**src/rtl/dac_sched_pkg.sv**
```systemverilog
// dac_sched_pkg: shared defaults and round-robin helper for the DAC frame scheduler
package dac_sched_pkg;
   localparam int SAMPLE_W_DEF = 24;
   localparam int FRAME_CYCLES_DEF = 48;
   localparam logic [23:0] SILENCE_WORD = 24'h000000;
   function automatic int rr_next(input int idx, input int n);
      return (idx >= n - 1) ? 0 : idx + 1;
   endfunction
endpackage

```
**src/rtl/rr_arbiter.sv**
```systemverilog
// rr_arbiter: combinational round-robin pick, searching from one past the pointer
module rr_arbiter
   import dac_sched_pkg::*;
#(
   parameter int NUM_SRC = 4,
   localparam int IW = $clog2(NUM_SRC)
) (
   input  logic [NUM_SRC-1:0] req,
   input  logic [IW-1:0]      pointer,
   input  logic               enable,
   output logic [NUM_SRC-1:0] grant,
   output logic [IW-1:0]      grant_idx,
   output logic               any_grant
);
   logic [IW-1:0] p;
   always_comb begin
      grant = '0;
      grant_idx = '0;
      any_grant = 1'b0;
      p = IW'(rr_next(int'(pointer), NUM_SRC));
      for (int k = 0; k < NUM_SRC; k++) begin
         if (enable && !any_grant && req[p]) begin
            grant[p] = 1'b1;
            grant_idx = p;
            any_grant = 1'b1;
         end
         p = IW'(rr_next(int'(p), NUM_SRC));
      end
   end
endmodule

```
**src/rtl/dac_frame_scheduler.sv**
```systemverilog
// dac_frame_scheduler: frame timing, round-robin source selection and word capture for the DAC transmitter
// Define DAC_UNDERRUN_CNT_EN to add a saturating idle-frame counter with clear.
module dac_frame_scheduler
   import dac_sched_pkg::*;
#(
   parameter int NUM_SRC = 4,
   parameter int SAMPLE_W = SAMPLE_W_DEF,
   parameter int FRAME_CYCLES = FRAME_CYCLES_DEF,
   parameter int HOLD_ON_IDLE = 0,
   localparam int IW = $clog2(NUM_SRC),
   localparam int CW = $clog2(FRAME_CYCLES)
) (
   input  logic                        clk,
   input  logic                        reset,
   input  logic [NUM_SRC-1:0]          req,
   input  logic [NUM_SRC*SAMPLE_W-1:0] sample_in,
`ifdef DAC_UNDERRUN_CNT_EN
   input  logic                        underrun_clr,
   output logic [15:0]                 underrun_cnt,
`endif
   output logic [NUM_SRC-1:0]          ack,
   output logic [SAMPLE_W-1:0]         dataAConvertir,
   output logic                        frame_start,
   output logic [IW-1:0]               grant_idx,
   output logic                        frame_valid
);
   logic [CW-1:0] frame_cnt;
   logic [IW-1:0] pointer, win;
   logic boundary, any;
   logic [SAMPLE_W-1:0] smp [NUM_SRC];
   for (genvar s = 0; s < NUM_SRC; s++) begin : g_smp
      assign smp[s] = sample_in[s*SAMPLE_W +: SAMPLE_W];
   end
   assign boundary = frame_cnt == CW'(FRAME_CYCLES - 1);
   // ack is the arbiter grant itself, so a req rising in the boundary cycle still competes
   rr_arbiter #(.NUM_SRC(NUM_SRC)) u_arb (
      .req,
      .pointer,
      .enable(boundary),
      .grant(ack),
      .grant_idx(win),
      .any_grant(any)
   );
   always_ff @(posedge clk or negedge reset) begin
      if (!reset) begin
         frame_cnt <= '0;
         pointer <= IW'(NUM_SRC - 1);
         dataAConvertir <= '0;
         frame_start <= 1'b0;
         grant_idx <= '0;
         frame_valid <= 1'b0;
      end else begin
         frame_cnt <= boundary ? '0 : frame_cnt + 1'b1;
         frame_start <= boundary;
         if (boundary) begin
            frame_valid <= any;
            if (any) begin
               pointer <= win;
               grant_idx <= win;
               dataAConvertir <= smp[win];
            end else if (HOLD_ON_IDLE == 0) begin
               dataAConvertir <= SAMPLE_W'(SILENCE_WORD);
            end
         end
      end
   end
`ifdef DAC_UNDERRUN_CNT_EN
   always_ff @(posedge clk or negedge reset) begin
      if (!reset) underrun_cnt <= '0;
      else if (underrun_clr) underrun_cnt <= '0;
      else if (boundary && !any && underrun_cnt != 16'hFFFF) underrun_cnt <= underrun_cnt + 16'd1;
   end
`endif
endmodule

```
**config.mk**
```make
export PLATFORM = sky130hd
export DESIGN_NAME = dac_frame_scheduler
export DESIGN_NICKNAME = d
export VERILOG_FILES = /design/src/rtl/dac_sched_pkg.sv /design/src/rtl/rr_arbiter.sv /design/src/rtl/dac_frame_scheduler.sv
export SDC_FILE = /design/constraint.sdc
export NUM_CORES = 1
export LEC_CHECK = 0
export CAP_MARGIN = 10
export CORE_ASPECT_RATIO = 0.8
export CORE_MARGIN = 8
export CORE_UTILIZATION = 35
export CTS_BUF_LIST = sky130_fd_sc_hd__clkbuf_2
export DETAILED_ROUTE_END_ITERATION = 7
export PLACE_DENSITY = 0.73
export SLEW_MARGIN = 20
export SYNTH_ARGS = -nofsm -noshare
export SYNTH_HDL_FRONTEND = slang
export SYNTH_SLANG_ARGS = --single-unit
```
**constraint.sdc**
```tcl
create_clock -name clk -period 4.4 [get_ports clk]
set_clock_uncertainty 0.2 [all_clocks]
set_input_delay 1.1 -clock clk [delete_from_list [all_inputs] [get_ports clk]]
set_output_delay 1.1 -clock clk [all_outputs]
set_load 0.01 [all_outputs]
```
==> metrics.yaml <==
critPathKind: "primary input to output pin"
synth.distinct_cells: 42
n_antenna_cell: 0
synth_fp_nets: 373
worstHoldEndpoint: "frame_cnt[0]$_DFF_PN0_"
drtAntennaViolNets: 0
regToRegStartpoint: "pointer[0]$_DFFE_PN1P_"
p_leak_uw: 0.00168
timing.rr.end: "dataAConvertir[9]$_DFFE_PN0N_"
min_delay_path_depth: 1
reg2reg_slack_ns: 1.14
fin_cells: 492
slew_headroom_pct: 45.8
hold_path_class: "flip-flop to flip-flop"
io_buffers: 133
ys_async_sr_fraction_pct: 100
cp.required_ns: 3.10
ctsLongestPathBuffers: 2
cp_max_fo: 4
setup_viol_count_final: 0
pwr_density_cell_mw_per_mm2: 261
cts_tree: "yes"
syn_avg_cell_area_um2: 9.59
total_power_uw: 1070
ys_seq_elements: 36
slew_viol_final: 0
finalWirelength_um: 8580
vias: 2630
start_util_pct: 35.4
worstPathArrival_ns: 3.09
wire_per_inst_um: 17.4
die_area_mm2: 0.0103
worstHoldStart: "frame_cnt[0]$_DFF_PN0_"
dieWidth_um: 111
fin_crit_sh_pct: 99.9
clkLatencyLatePin_ns: 0.39
first_iter_violations: 65
syn_area_mm2: 0.00255
via_per_inst: 5.35
cts.sinks: 36
grtUsageTotal_pct: 15.8
fin_tns_setup_ns: 0
drc: 0
fin_nets: 508
ys_warn_count: 0
cp-startpoint: "req[3]"
max_freq_mhz: 228
core_mm2: 0.00722
synth_enable_flop_cells: 0
gp_congestion: 0.821
whs_ns: 0.296
pin_count: 134
irDropWorstVdd_mv: 0.143
die-height_um: 92.4
design_area_mm2: 0.00410
worstMarginPinSlew_ns: 0.813
cts_buffers: 5
reg2regPathDepth: 8
placed_cells: 484
cts_hold_buffers: 0
grt_pass1_vias: 2806
cts_max_level: 2
outcome: "complete, no violations"
grt_overflow_total: 0
area_growth_pct: 60.8
drive_gt1_share_pct: 11.4
rows: 28
synth_cells: 266
min_period_ns: 4.39
synth_top_flop_cell: "dfrtp_1"
end_kind: "output pin"
dpl_cell_area_mm2: 0.00401
hold_viol_final: 0
max_cap_viol_count: 0
clkTransAtPathRegs_ns: 0.20
root_buffer: "clkbuf_2"
grt_max_degree: 37
antenna_found_initial: 0
grt_pass1_wl_um: 13700
dr.pass1.iters: 4
worstSetupStartpointType: "primary input"
dp_hpwl_um: 6570
nFillCells: 641
yosysSeqAreaShare_pct: 35.4
Yosys cell counts, types with 3 or more instances:
library cell / n / area share, %
nor3_1: 54 / 11
nor2_1: 11 / 1.6
buf_2: 7 / 1.4
a211o_1: 25 / 8.6
inv_1: 11 / 1.6
mux2i_1: 48 / 19
a21o_1: 3 / 0.88
clkbuf_1: 12 / 1.8
a221o_1: 4 / 1.6
dfrtp_1: 34 / 33
o2bb2ai_1: 4 / 1.4
buf_6: 5 / 2.2
xor2_1: 3 / 1.0
ha_1: 5 / 2.5
nand3_1: 3 / 0.59
nand2_1: 7 / 1.0
cell usage in the layout (no fill, tap or decap), types with 4 or more instances in the layout:
cell type        netlist  layout
inv_1                 11       9
a221o_1                4       4
nor3_1                54      54
buf_4                  0      18
nor2_1                11       9
ha_1                   5       5
mux2i_1               48      48
nand2_1                7       7
a211o_1               25      25
o2bb2ai_1              4       4
clkbuf_2               0       5
clkdlybuf4s50_1        0     126
dfrtp_1               34      34
worst max-delay path, cell delays in order:
cell and delay (ns):
clkdlybuf4s50_1 0.48, nor3_1 0.27, a31oi_2 0.08, a211oi_2 0.28, nor4_1 0.08, buf_4 0.16
a221o_1 0.34, dlygate4sd2_1 0.29
worst max path at each step:
stage                  end  slack, ns  cells after the start
CTS                 ack[3]       0.04                      9
detailed placement  ack[2]      -0.30                      8
global route        ack[3]      -0.05                      8
finish              ack[3]      0.006                      8
floorplan           ack[0]       0.37                      6
global placement    ack[1]      -0.23                      8
flip-flops by register name (all words and copies together), names as in the netlist:
name,count
dataAConvertir,24
frame_cnt,6
frame_start,1
frame_valid,1
grant_idx,2
pointer,2
cell type report:
| cell class | instances | area [µm²] | area share, % |
|---|---|---|---|
| multi-input cells | 194 | 1510 | 36.7 |
| repair buffers | 153 | 1490 | 36.4 |
| flip-flops and latches | 36 | 903 | 22.0 |
| well taps | 90 | 113 | 2.75 |
| inverters | 11 | 41.3 | 1.01 |
| clock buffers | 5 | 25.0 | 0.610 |
| clock inverters | 3 | 18.8 | 0.458 |
through the flow:
| step | setup slack [ns] | utilization [%] |
|---|---|---|
| detailed placement | -0.296 | 55.6 |
| floorplan | 0.366 | - |
| CTS | 0.0375 | 56.3 |
| finish | 0.00551 | 56.8 |
| global route | -0.0533 | 56.8 |
| global placement | -0.226 | 55.6 |
where the power goes:
group,leakage (µW),internal (µW),switching [µW]
clock,0.0000327,38.6,123
combinational,0.00120,282,185
sequential,0.000438,398,41.3
per-layer routing:
layer | track usage [%] | routed length, µm | up-vias
li1 | - | - | 1266
met1 | 18.4 | 3550 | 1264
met2 | 27.6 | 4350 | 94
met3 | 5.88 | 629 | 6
met4 | 2.66 | 51 | 0
met5 | 0 | 0 | -
kinds of logic after synthesis:
group                    count (synthesis)  share of synthesized area, %
AND/OR/NAND/NOR                         84                          16.4
adder cells (fa/ha/maj)                  5                          2.45
AO/OA/AOI/OAI                           54                          18.8
flip-flops                              36                          35.4
multiplexers                            48                          18.8
buffers and inverters                   36                          7.11
XOR/XNOR                                 3                          1.03
repair_timing:
| action | 4_1_cts | 5_1_grt |
|---|---|---|
| pin swaps | 2 | 2 |
| endpoints found under the setup margin | 4 | 4 |
| buffers inserted | 0 | 0 |
| gates resized for setup | 6 | 12 |
(Power assumes the default switching activity.)
